`config.mk`:
```
export PLATFORM = sky130hd
export DESIGN_NAME = instr_fetch
export DESIGN_NICKNAME = d
export VERILOG_FILES = /design/src/rtl/instr_fetch_pkg.sv /design/src/rtl/instr_fetch_if_id_reg.sv /design/src/rtl/instr_fetch.sv
export SDC_FILE = /design/constraint.sdc
export NUM_CORES = 1
export LEC_CHECK = 0
export CAP_MARGIN = 20
export CORE_MARGIN = 2
export CORE_UTILIZATION = 30
export DETAILED_ROUTE_END_ITERATION = 8
export MAX_ROUTING_LAYER = met4
export SLEW_MARGIN = 20
export SYNTH_ARGS = -nofsm -noshare
export SYNTH_HDL_FRONTEND = slang
export SYNTH_SLANG_ARGS = --single-unit
```
`constraint.sdc`:
```
create_clock -name clk -period 4 [get_ports clk]
set_input_delay 0.4 -clock clk [delete_from_list [all_inputs] [get_ports clk]]
set_output_delay 0.4 -clock clk [all_outputs]
set_load 0.05 [all_outputs]
```
`src/rtl/instr_fetch_pkg.sv`:
```
// Shared definitions for the fetch stage: opcodes, NOP word and FSM encoding.
package instr_fetch_pkg;

  localparam logic [5:0]  HALT_OP   = 6'b111111;
  localparam logic [31:0] NOP_INSTR = 32'h0000_0000;

  typedef enum logic [1:0] {
    ST_IDLE = 2'd0,
    ST_RUN  = 2'd1,
    ST_HALT = 2'd2
  } fetch_state_e;

  function automatic logic is_halt(input logic [31:0] word);
    return word[31:26] == HALT_OP;
  endfunction

endpackage

```
`src/rtl/instr_fetch_if_id_reg.sv`:
```
// IF/ID pipeline register: flush beats load; with neither asserted it holds.
module if_id_reg
  import instr_fetch_pkg::*;
(
  input  logic        clk,
  input  logic        rst,
  input  logic        load,
  input  logic        flush,
  input  logic [31:0] instr_in,
  input  logic [31:0] pc_in,
  input  logic [31:0] pc_plus4_in,
  output logic [31:0] instr,
  output logic [31:0] pc,
  output logic [31:0] pc_plus4,
  output logic        valid
);

  logic [31:0] instr_d, instr_q;
  logic [31:0] pc_d, pc_q;
  logic [31:0] pc_plus4_d, pc_plus4_q;
  logic        valid_d, valid_q;

  // Flush turns the slot into a bubble but keeps the last PC for visibility.
  always_comb begin
    instr_d    = instr_q;
    pc_d       = pc_q;
    pc_plus4_d = pc_plus4_q;
    valid_d    = valid_q;
    if (flush) begin
      instr_d = NOP_INSTR;
      valid_d = 1'b0;
    end else if (load) begin
      instr_d    = instr_in;
      pc_d       = pc_in;
      pc_plus4_d = pc_plus4_in;
      valid_d    = 1'b1;
    end
  end

  // Register update; pc_plus4 resets to 4 so it always equals pc + 4.
  always_ff @(posedge clk) begin
    if (rst) begin
      instr_q    <= NOP_INSTR;
      pc_q       <= 32'h0;
      pc_plus4_q <= 32'h4;
      valid_q    <= 1'b0;
    end else begin
      instr_q    <= instr_d;
      pc_q       <= pc_d;
      pc_plus4_q <= pc_plus4_d;
      valid_q    <= valid_d;
    end
  end

  assign instr    = instr_q;
  assign pc       = pc_q;
  assign pc_plus4 = pc_plus4_q;
  assign valid    = valid_q;

endmodule

```
`src/rtl/instr_fetch.sv`:
```
// Instruction fetch: PC, fetch FSM and fetch counter feeding the IF/ID register.
//
// state | meaning
// IDLE  | waiting for start, PC parked at RESET_PC, IF/ID holds a bubble
// RUN   | fetching one word per unstalled cycle
// HALT  | HALT word fetched; PC frozen until a redirect arrives
module instr_fetch
  import instr_fetch_pkg::*;
#(
  parameter logic [31:0] RESET_PC = 32'h0000_0000,
  parameter int          IMEM_AW  = 10,
  parameter int          CNT_W    = 16
) (
  input  logic               clk,
  input  logic               rst,
  input  logic               start,
  input  logic               stall,
  input  logic               redirect_valid,
  input  logic [31:0]        redirect_pc,
  output logic [IMEM_AW-1:0] imem_addr,
  input  logic [31:0]        imem_data,
  output logic [31:0]        instr_out,
  output logic [31:0]        pc_out,
  output logic [31:0]        pc_plus4,
  output logic               valid_out,
  output logic               halted,
  output logic [CNT_W-1:0]   fetch_count
);

  fetch_state_e     state_d, state_q;
  logic [31:0]      pc_d, pc_q;
  logic [CNT_W-1:0] cnt_d, cnt_q;
  logic             load, flush;
  logic [31:0]      pc_inc;

  assign pc_inc = pc_q + 32'd4;

  // Next-state, PC and counter; redirect outranks stall in RUN and HALT.
  always_comb begin
    state_d = state_q;
    pc_d    = pc_q;
    cnt_d   = cnt_q;
    load    = 1'b0;
    flush   = 1'b0;
    unique case (state_q)
      ST_IDLE: begin
        if (start) state_d = ST_RUN;
      end
      ST_RUN: begin
        if (redirect_valid) begin
          flush = 1'b1;
          pc_d  = redirect_pc & 32'hFFFF_FFFC;
        end else if (!stall) begin
          load = 1'b1;
          if (cnt_q != {CNT_W{1'b1}}) cnt_d = cnt_q + CNT_W'(1);
          if (is_halt(imem_data)) state_d = ST_HALT;
          else                    pc_d    = pc_inc;
        end
      end
      ST_HALT: begin
        if (redirect_valid) begin
          flush   = 1'b1;
          pc_d    = redirect_pc & 32'hFFFF_FFFC;
          state_d = ST_RUN;
        end else if (!stall) begin
          flush = 1'b1;
        end
      end
      default: state_d = ST_IDLE;
    endcase
  end

  // State, PC and counter registers.
  always_ff @(posedge clk) begin
    if (rst) begin
      state_q <= ST_IDLE;
      pc_q    <= RESET_PC;
      cnt_q   <= '0;
    end else begin
      state_q <= state_d;
      pc_q    <= pc_d;
      cnt_q   <= cnt_d;
    end
  end

  if_id_reg u_if_id (
    .clk         (clk),
    .rst         (rst),
    .load        (load),
    .flush       (flush),
    .instr_in    (imem_data),
    .pc_in       (pc_q),
    .pc_plus4_in (pc_inc),
    .instr       (instr_out),
    .pc          (pc_out),
    .pc_plus4    (pc_plus4),
    .valid       (valid_out)
  );

  assign imem_addr   = pc_q[IMEM_AW+1:2];
  assign halted      = (state_q == ST_HALT);
  assign fetch_count = cnt_q;

endmodule

```
==> metrics.cfg, run 1 <==
[run_status]
status = completed

[worst_hold_path]
min_from = rst
whs_path_depth = 2
whs_endpoint = fetch_count[13]
hold_path_class = in -> reg

[clocking]
cts_resized = 0
cts_setup_buffers = 0
clkTransAtPathRegs_ns = 0.06
cts.sinks = 141
cts_made_buffers = 17
cts_tree = done
postCtsHoldBufs = 0
cts_max_level = 4
clockBufferDepth = 2
clkLatencyLatePin_ns = 0.42
cts-root-buf = clkbuf_16

[final_layout]
fin_nets = 1044
postLayoutCoreUtil_pct = 41.87
num-fill-cells = 2204
drive_above_1_share_pct = 6.511
area.growth.synth_to_final_pct = 38.06
final_cells = 1264

[timing]
rsz0062_at_grt = false
hold_viol = 0
hold_ws_ns = 0.4375
tightest_slew_ns = 0.9676
skew_ns = 0.01302
tns_ns = 0
period_needed_ns = 2.654
fin_crit_sh_pct = 66.35
relSlewSlack_pct = 35.50
clock.fmax_mhz = 376.8
setup_viol = 0
drv_slew = 0

[drt]
initialDrtViolationCount = 283
drc = 0
wl_per_cell_um = 15.16
first_pass_iters = 5
vias = 6143
viasPerCell = 4.860
final_antenna_net_count = 0
drt_wl_total_mm = 19.16

[synth]
syn-cell-area_um2 = 6578
synthesis.instances = 831
ys_async_sr_fraction_pct = 0
ys.flop_type = dfxtp_1
ys_types = 65
yosysWarnings = 0
ys_seq_elements = 141
synth-edff-count = 0
avgSynthCellArea_um2 = 7.915
ys_seq_area_share_pct = 42.91

[power_and_ir_drop]
p_total_mw = 3.800
p_per_area_nw_per_um2 = 418.4
p_seq_share_pct = 40.6
p_sw_mw = 1.130
vdd_drop_max_uv = 254.7
clkPwrFrac_pct = 42.0
p_leak_nw = 2.948
swShare_pct = 29.74
p_comb_share_pct = 17.4
p_int_mw = 2.670

[die]
start_util_pct = 30.33
num_io_pins = 193
die_w_um = 152.1
num_rows = 54
die_h_um = 152.1
core_um2 = 21690
dieArea_um2 = 23130

[worst_setup_path]
end_kind = register
rr_endpoint = pc_q[31]
arrival_ns = 2.96
crit_family = simple AND/OR/NAND/NOR gates
r2r_setup_slack_ns = 1.35
crit_fanout = 12
ff2ff_path_depth = 5
critical_path.slowest_cell = or4_1
critical_path_buf_inv_count = 0
critPathRequiredTime_ns = 4.31
crit_type = reg -> reg
slowest_delay_ns = 0.87
reg2reg_from = pc_q[6]
path_cells = nand4_2 -> or4_1 -> nor4_4 -> o21ai_0 -> a32o_1
worstSetupStartpointType = register

[placement]
hpwlAfterDp_mm = 13.05
dp_cells = 1231
gp_congestion = 0.7730
io_buffer_count = 186

[grt]
overflow = 0
grt_pass1_vias = 5720
grt_usage_pct = 16.82
grt_antenna_before_repair = 1
grt_max_degree = 88
grt_pass1_wl_mm = 30.82

[flow_run]
maxCapViolations = 0

## logic make-up after synthesis
group / after synthesis / synth area share, %
AOI/OAI and AO/OA: 196 / 18.51
xor gates and xnor gates: 40 / 5.326
buffers and inverters: 92 / 7.153
other: 1 / 0.05701
and+or+nand+nor: 355 / 24.94
DFF: 141 / 42.91
muxes: 1 / 0.1522
adders and majority gates: 5 / 0.9511
## routing by layer
metal	vias up	GRT usage [%]	part of all wire, %
li1	3134	-	-
met1	2833	21.51	46
met2	161	25.83	47
met3	15	4.792	6.2
met4	0	5.118	1.3
met5	-	-	0
## cells in the mapped netlist (all sizes together) (3+ instances only)
library cell	count	area, um2
a311oi	3	26.28
o21ai	22	110.1
nand4	15	121.4
ha	5	62.56
dfxtp	141	2823
xor2	8	70.07
a22o	8	70.07
xnor2	32	280.3
a31oi	4	25.02
buf	38	261.5
o41ai	3	26.28
nand3	16	85.08
and2	6	37.53
nor4	14	138.9
or2	3	18.77
nand2b	3	18.77
inv	11	41.29
o31ai	6	45.04
or4	4	30.03
or3	6	42.54
o32ai	5	43.79
clkbuf	42	158.9
a21oi	97	485.5
nand2	188	713.2
nor3	11	60.06
a211oi	30	230.2
nor2	80	300.3
## flip-flops by register name (all words and copies together) (netlist names)
| name | count |
|---|---|
| u_if_id.valid | 1 |
| u_if_id.instr | 32 |
| u_if_id.pc | 30 |
| state_q | 2 |
| fetch_count | 16 |
| pc_q | 30 |
| u_if_id.pc_plus4 | 30 |
## how the worst max path moves through the flow
| stage | from | to | slack (ns) | cells after the start |
|---|---|---|---|---|
| global route | pc_q[6] | pc_q[31] | 1.19 | 5 |
| global placement | redirect_valid | pc_q[19] | 1.07 | 7 |
| floorplan | state_q[0] | pc_q[25] | 1.70 | 8 |
| CTS | pc_q[6] | pc_q[31] | 1.34 | 5 |
| finish | pc_q[6] | pc_q[31] | 1.35 | 5 |
| detailed placement | redirect_valid | pc_q[19] | 1.06 | 7 |
## worst register-to-register path, stage by stage, from the launching register on
cell	delay [ns]
dfxtp_1	0.50
nand4_2	0.39
or4_1	0.88
nor4_4	0.37
o21ai_0	0.12
a32o_1	0.29
## final cells by class
type                       instances  area, um2  share of cell area, %
multi-input combinational        601       3312                  36.47
sequential                       141       2823                  31.08
timing repair buffer             198       1962                  21.60
clock buffer                      19      452.9                  4.988
tap                              280      350.3                  3.858
clock inverter                    13      137.6                  1.516
inverter                          11      41.29                 0.4547
antenna                            1      2.502                0.02756
## power by group through the flow
stage / clock network [mW] / registers (mW) / logic, mW
finish: 1.60 / 1.54 / 0.660
global route: 1.71 / 1.56 / 0.712
CTS: 1.64 / 1.54 / 0.668
detailed placement: 0 / 1.58 / 0.665
global placement: 0 / 1.57 / 0.662
floorplan: 0 / 1.69 / 0.324
## through the flow
step	setup slack (ns)	cell area, um2
final	1.346	9081
after global routing	1.188	9081
after CTS	1.343	9079
after detailed placement	1.058	8488
after global placement	1.065	8488
after floorplan	1.698	6589
## layout by cell type (no fill, tap or decap), types with 3 or more instances in the layout
| cell | count |
|---|---|
| nand2_1 | 187 |
| clkdlybuf4s50_1 | 185 |
| dfxtp_1 | 141 |
| a21oi_1 | 96 |
| nor2_1 | 80 |
| xnor2_1 | 32 |
| a211oi_1 | 29 |
| o21ai_0 | 22 |
| clkbuf_16 | 17 |
| nand3_1 | 15 |
| nand4_1 | 12 |
| buf_4 | 12 |
| inv_1 | 11 |
| nor3_1 | 10 |
| nor4_1 | 10 |
| xor2_1 | 8 |
| a22o_1 | 8 |
| o31ai_1 | 6 |
| or3_1 | 5 |
| o32ai_1 | 5 |
| ha_1 | 5 |
| or4_1 | 4 |
| and2_1 | 4 |
| a31oi_1 | 4 |
| conb_1 | 4 |
| clkinv_2 | 4 |
| nor4_4 | 3 |
| nand2b_1 | 3 |
| a311oi_1 | 3 |
| or2_2 | 3 |
| o41ai_1 | 3 |
| inv_6 | 3 |
| clkinvlp_4 | 3 |
(Power assumes the default switching activity.)
==> run 2: changes to the inputs <==
Clock period 4 ns to 2.6 ns, I/O delays scaled along.
==> run 2 against run 1 <==
  * Global-route usage grew 0.42 points
  * Cell count grew 2.1%
  * Core utilization increased by 0.85 points
  * Clock skew is 0.0022 ns higher
  * Worst setup slack got worse by 1.2 ns
==> metrics.cfg, run 2 (synthesis gave the netlist of run 1 again) <==
[run_status]
status = completed  ; unchanged

[grt]
grt_pass1_vias = 5776  ; was 5720
grt_usage_pct = 17.24  ; was 16.82%
grt_max_degree = 88  ; unchanged
grt_pass1_wl_mm = 31.28  ; was 30.82 mm
grt_antenna_before_repair = 1  ; unchanged
overflow = 0  ; unchanged

[clocking]
cts_tree = done  ; unchanged
cts_max_level = 4  ; unchanged
cts_made_buffers = 17  ; unchanged
cts.sinks = 141  ; unchanged
clkLatencyLatePin_ns = 0.43  ; was 0.42 ns
clkTransAtPathRegs_ns = 0.06  ; about the same
cts_setup_buffers = 0  ; unchanged
clockBufferDepth = 2  ; unchanged
postCtsHoldBufs = 0  ; unchanged
cts-root-buf = clkbuf_16  ; unchanged

[worst_hold_path]
hold_path_class = in -> reg  ; unchanged

[timing]
hold_ws_ns = 0.2195  ; was 0.4375 ns
clock.fmax_mhz = 413.5  ; was 376.8 MHz
rsz0062_at_grt = false  ; unchanged
drv_slew = 0  ; unchanged
relSlewSlack_pct = 55.80  ; was 35.50%
period_needed_ns = 2.418  ; was 2.654 ns
setup_ws_ns = 0.1817  ; was 1.346 ns
tns_ns = 0  ; unchanged
skew_ns = 0.01518  ; was 0.01302 ns
fin_crit_sh_pct = 93.01  ; was 66.35%
hold_viol = 0  ; unchanged
setup_viol = 0  ; unchanged
tightest_slew_ns = 0.6629  ; was 0.9676 ns

[placement]
gp_congestion = 0.8349  ; was 0.7730
hpwlAfterDp_mm = 13.77  ; was 13.05 mm
io_buffer_count = 186  ; unchanged
post-place-ws_ns = 0.1521  ; was 1.058 ns

[worst_setup_path]
path_cells = ha_2 -> nand2_4 -> or4_1 -> or3_4 -> o31a_1 -> o32ai_1  ; was nand4_2 -> or4_1 -> nor4_4 -> o21ai_0 -> a32o_1
critPathRequiredTime_ns = 2.92  ; was 4.31 ns
worstSetupStartpointType = register  ; unchanged
crit_fanout = 7  ; was 12
end_kind = register  ; unchanged
critical_path_buf_inv_count = 0  ; unchanged
crit_type = reg -> reg  ; unchanged
arrival_ns = 2.74  ; was 2.96 ns
critical_path.slowest_cell = or4_1  ; unchanged
crit_family = simple AND/OR/NAND/NOR gates  ; unchanged
slowest_delay_ns = 0.68  ; was 0.87 ns

[drt]
final_antenna_net_count = 0  ; unchanged
initialDrtViolationCount = 356  ; was 283
first_pass_iters = 5  ; unchanged
viasPerCell = 4.872  ; was 4.860
vias = 6285  ; was 6143
drc = 0  ; unchanged
wl_per_cell_um = 15.30  ; was 15.16 um
drt_wl_total_mm = 19.74  ; was 19.16 mm

[die]
start_util_pct = 30.33  ; unchanged
die_h_um = 152.1  ; unchanged
die_w_um = 152.1  ; unchanged
num_io_pins = 193  ; unchanged
dieArea_um2 = 23130  ; unchanged
num_rows = 54  ; unchanged
core_um2 = 21690  ; unchanged

[power_and_ir_drop]
vdd_drop_max_uv = 406.2  ; was 254.7 uV
p_per_area_nw_per_um2 = 628.9  ; was 418.4 nW/um2
p_leak_nw = 3.073  ; was 2.948 nW

[final_layout]
drive_above_1_share_pct = 8.821  ; was 6.511%
mostFrequentLayoutCells = nand2_1 (187), clkdlybuf4s50_1 (185), dfxtp_1 (141)  ; unchanged
num-fill-cells = 2187  ; was 2204
multi_input_area_um2 = 3314  ; was 3312 um2
fin_nets = 1070  ; was 1044
register_area_um2 = 2823  ; unchanged
largest_reg_flops = 32  ; unchanged
area.growth.synth_to_final_pct = 40.88  ; was 38.06%
postLayoutCoreUtil_pct = 42.73  ; was 41.87%
layout_commonest_cell = nand2_1  ; unchanged

[flow_run]
maxCapViolations = 0  ; unchanged

-- run 2: timing repair --
| action | CTS | global route |
|---|---|---|
| gates resized for setup | 0 | 1 |
| endpoints found under the setup margin | 0 | 1 |
| endpoints found under the hold margin | 0 | 0 |
-- run 2: layout make-up --
cell class	instances	share of cell area (%)
Multi-Input combinational cell	601	35.77
Sequential cell	141	30.46
Timing Repair Buffer	224	23.28
Clock buffer	21	4.969
Tap cell	280	3.781
Clock inverter	11	1.269
Inverter	11	0.4456
Antenna cell	1	0.02701
-- run 2: report_power, final --
group	internal [mW]	switching, mW	total (mW)	leakage (nW)
Sequential	2.27	0.0930	2.36	1.14
Combinational	0.399	0.665	1.06	1.65
Clock	1.46	0.949	2.41	0.283
-- run 2: final timing paths --
kind,startpoint,endpoint,slack (ns),cells past startpoint
max,pc_q[3],pc_q[28],0.18,6
min,rst,u_if_id.pc[18],0.22,2
max reg2reg,pc_q[3],pc_q[28],0.18,6
min reg2reg,u_if_id.instr[6],u_if_id.instr[6],0.45,2
-- run 2: per-layer routing --
metal  vias up  wire, um  global-route usage [%]
met1      2910      9147                   21.75
met2       178      8978                   26.25
met5         -         0                       -
met3        21      1297                   5.419
li1       3176         -                       -
met4         0       319                   5.607
-- run 2: through the flow --
stage / total power [mW] / cells / area (um2)
CTS: 5.911 / 1289 / 9261
global route: 6.076 / 1290 / 9266
finish: 5.828 / 1290 / 9266
global placement: 3.468 / 1257 / 8683
detailed placement: 3.476 / 1257 / 8683
floorplan: 3.092 / 834 / 6589
==> run 3: changes to the inputs <==
Settings changed: CORE_UTILIZATION 30 to 40, MAX_ROUTING_LAYER met4 to not set, PLACE_DENSITY set to 0.67, SYNTH_HIERARCHICAL set to 1.
==> run 3 against run 2 <==
  * Area after synthesis is 16% higher
  * First-iteration DRC count is 46% higher
  * Critical endpoint is now u_if_id/pc_plus4[31]
  * Die area is 13% lower
  * Sequential power hardly changed
  * Largest power group unchanged
  * Sequential share of layout area is 2.0 points lower
  * Cell area is 9.9% higher
  * Non-clock buffer count is 3 lower
  * Clock power is 4% higher
  * Wire length is 7.2% higher
  * Clock skew is 0.0094 ns lower
  * Via count is 7.5% higher
==> metrics.cfg, run 3 <==
[synth]
ys_seq_area_share_pct = 38.15  ; was 42.91%
yosysMostFrequentCell = dfxtp_1  ; was nand2_1
synthTopCellsByCount = dfxtp_1 (145), nor2_1 (81), nand2b_1 (64)  ; was nand2_1 (187), dfxtp_1 (141), a21oi_1 (97)
yosysWarnings = 6  ; was 0
ys_async_sr_fraction_pct = 0  ; unchanged
ys_top_cells_by_area = dfxtp_1 (38%), nand4bb_1 (9.3%), nand2b_1 (5.3%), mux2i_1 (4.7%), o21ai_1 (4.1%)  ; was dfxtp_1 (43%), nand2_1 (11%), a21oi_1 (7.4%), nor2_1 (4.6%), xnor2_1 (4.3%)
synthesis.instances = 856  ; was 831
synth_top_cell_area_share_pct = 38.15  ; was 42.91%
avgSynthCellArea_um2 = 8.888  ; was 7.915 um2
synth_top_area_cell = dfxtp_1  ; unchanged
ys.flop_type = dfxtp_1  ; unchanged
ys_types = 71  ; was 65
syn-cell-area_um2 = 7609  ; was 6578 um2
synth-edff-count = 0  ; unchanged
ys_seq_elements = 145  ; was 141

[grt]
grt_pass1_wl_mm = 33.80  ; was 31.28 mm
grt_max_degree = 81  ; was 88
grt_pass1_vias = 6276  ; was 5776
grt_usage_pct = 21.09  ; was 17.24%
overflow = 0  ; unchanged
grt_antenna_before_repair = 0  ; was 1

[timing]
drv_slew = 0  ; unchanged
setup_ws_ns = 0.3206  ; was 0.1817 ns
tightest_slew_ns = 0.6763  ; was 0.6629 ns
hold_viol = 0  ; unchanged
rsz0062_at_grt = false  ; unchanged
skew_ns = 0.005801  ; was 0.01518 ns
setup_viol = 0  ; unchanged
clock.fmax_mhz = 438.7  ; was 413.5 MHz
fin_crit_sh_pct = 87.67  ; was 93.01%
period_needed_ns = 2.279  ; was 2.418 ns
relSlewSlack_pct = 54.91  ; was 55.80%
tns_ns = 0  ; unchanged

[die]
die_h_um = 141.9  ; was 152.1 um
num_rows = 50  ; was 54
die_w_um = 141.9  ; was 152.1 um
dieArea_um2 = 20140  ; was 23130 um2
core_um2 = 18710  ; was 21690 um2
num_io_pins = 193  ; unchanged
start_util_pct = 40.68  ; was 30.33%

[worst_setup_path]
critical_path.slowest_cell = dfxtp_1  ; was or4_1
path_cells = nand4_4 -> nor4_1 -> buf_4 -> nand4_1 -> nor2_1 -> xor2_1 -> nand4bb_1 -> o21ai_1  ; was ha_2 -> nand2_4 -> or4_1 -> or3_4 -> o31a_1 -> o32ai_1
slowest_delay_ns = 0.50  ; was 0.68 ns
worstSetupStartpointType = register  ; unchanged
crit_family = simple AND/OR/NAND/NOR gates  ; unchanged
setup.worst_path.start = pc_q[11]  ; was pc_q[3]
reg2reg_from = pc_q[11]  ; was pc_q[3]
r2r_setup_slack_ns = 0.32  ; was 0.18 ns
ff2ff_path_depth = 8  ; was 6
arrival_ns = 2.64  ; was 2.74 ns
crit_type = reg -> reg  ; unchanged
crit_fanout = 10  ; was 7
cp.depth = 8  ; was 6
critPathRequiredTime_ns = 2.96  ; was 2.92 ns
end_kind = register  ; unchanged
critical_path_buf_inv_count = 1  ; was 0
rr_endpoint = u_if_id/pc_plus4[31]  ; was pc_q[28]

[placement]
io_buffer_count = 190  ; was 186
gp_congestion = 0.8628  ; was 0.8349
dp_cells = 1227  ; was 1257
hpwlAfterDp_mm = 14.59  ; was 13.77 mm
post-place-ws_ns = 0.2672  ; was 0.1521 ns

[clocking]
postCtsHoldBufs = 0  ; unchanged
clkTransAtPathRegs_ns = 0.06  ; about the same
cts_max_level = 4  ; unchanged
cts_made_buffers = 17  ; unchanged
cts.sinks = 145  ; was 141
cts_resized = 0  ; unchanged
cts_tree = done  ; unchanged
cts-root-buf = clkbuf_16  ; unchanged
clockBufferDepth = 2  ; unchanged
cts_setup_buffers = 0  ; unchanged
clkLatencyLatePin_ns = 0.42  ; was 0.43 ns

[final_layout]
postLayoutCoreUtil_pct = 54.43  ; was 42.73%
area.growth.synth_to_final_pct = 33.81  ; was 40.88%
register_area_um2 = 2903  ; was 2823 um2
fin_nets = 1086  ; was 1070
antenna_cells = 0  ; was 1
num-fill-cells = 1740  ; was 2187
layout_commonest_cell = clkdlybuf4s50_1  ; was nand2_1
final_cells = 1259  ; was 1290
drive_above_1_share_pct = 7.805  ; was 8.821%
mostFrequentLayoutCells = clkdlybuf4s50_1 (189), dfxtp_1 (145), nor2_1 (81)  ; was nand2_1 (187), clkdlybuf4s50_1 (185), dfxtp_1 (141)
multi_input_area_um2 = 4138  ; was 3314 um2

[power_and_ir_drop]
p_per_area_nw_per_um2 = 564.5  ; was 628.9 nW/um2
vdd_drop_max_uv = 508.2  ; was 406.2 uV
p_leak_nw = 3.440  ; was 3.073 nW

[drt]
wl_met3_mm = 1.240  ; was 1.297 mm
first_pass_iters = 5  ; unchanged
viasPerCell = 5.369  ; was 4.872
wl_met1_mm = 9.875  ; was 9.147 mm
wl_per_cell_um = 16.82  ; was 15.30 um
top_layer = met4  ; unchanged
vias = 6759  ; was 6285
initialDrtViolationCount = 521  ; was 356
drc = 0  ; unchanged
drt_wl_total_mm = 21.17  ; was 19.74 mm
final_antenna_net_count = 0  ; unchanged
met2_length_mm = 9.683  ; was 8.978 mm

[worst_hold_path]
whs_path_depth = 2  ; unchanged
whs_endpoint = pc_q[17]  ; was u_if_id.pc[18]
hold_path_class = in -> reg  ; unchanged
min_from = rst  ; unchanged

[flow_run]
maxCapViolations = 0  ; unchanged

[run_status]
status = completed  ; unchanged

[run 3: cell count changes after synthesis, sizes merged, moves of 6 or more]
cell / delta
nand2: -147
a21oi: -64
nand4bb: +63
nand2b: +61
o21ai: +57
mux2i: +35
a211oi: -28
and3: +14
nand3: +8
nor4: -7
a22o: -6
a22oi: +6
[run 3: metrics by stage]
step           total power, mW  hold slack [ns]  area [um2]
4_1_cts                  5.798           0.3417       10180
3_3_place_gp             3.274           0.4471        9577
6_report                 5.747           0.3786       10180
2_1_floorplan            2.986           0.4072        7620
3_5_place_dp             3.281           0.4546        9577
5_1_grt                  5.970           0.4034       10180
[run 3: worst max path at each step]
| stage | to | slack, ns |
|---|---|---|
| after floorplan | pc_q[29] | 0.22 |
| after global placement | pc_q[29] | 0.32 |
| after detailed placement | pc_q[29] | 0.27 |
| after CTS | u_if_id/pc_plus4[31] | 0.33 |
| after global routing | u_if_id/pc_plus4[31] | 0.14 |
| final | u_if_id/pc_plus4[31] | 0.32 |
[run 3: logic make-up after synthesis]
| logic type | Yosys count | synth area share (%) |
|---|---|---|
| AND/OR/NAND/NOR | 360 | 30.31 |
| AO/OA/AOI/OAI | 170 | 13.40 |
| flip-flops | 145 | 38.15 |
| buffers and inverters | 100 | 8.008 |
| XOR/XNOR | 38 | 4.374 |
| multiplexers | 37 | 4.884 |
| adder cells (fa/ha/maj) | 5 | 0.8222 |
| other | 1 | 0.04929 |
[run 3: area by class of cell]
type	count	share of cell area (%)
multi-input combinational	614	40.64
sequential	145	28.51
timing repair buffer	221	21.56
clock buffer	18	4.314
tap	234	2.876
clock inverter	14	1.622
inverter	13	0.4793
[run 3: power breakdown]
group	internal, mW	switching [mW]
Clock	1.53	0.985
Combinational	0.378	0.491
Sequential	2.29	0.0752
Total	4.20	1.55
[run 3: layer usage]
layer | vias up | track usage (%)
li1 | 3355 | -
met1 | 3190 | 28.72
met2 | 191 | 33.19
met3 | 23 | 4.691
met4 | 0 | 6.947
met5 | - | 0
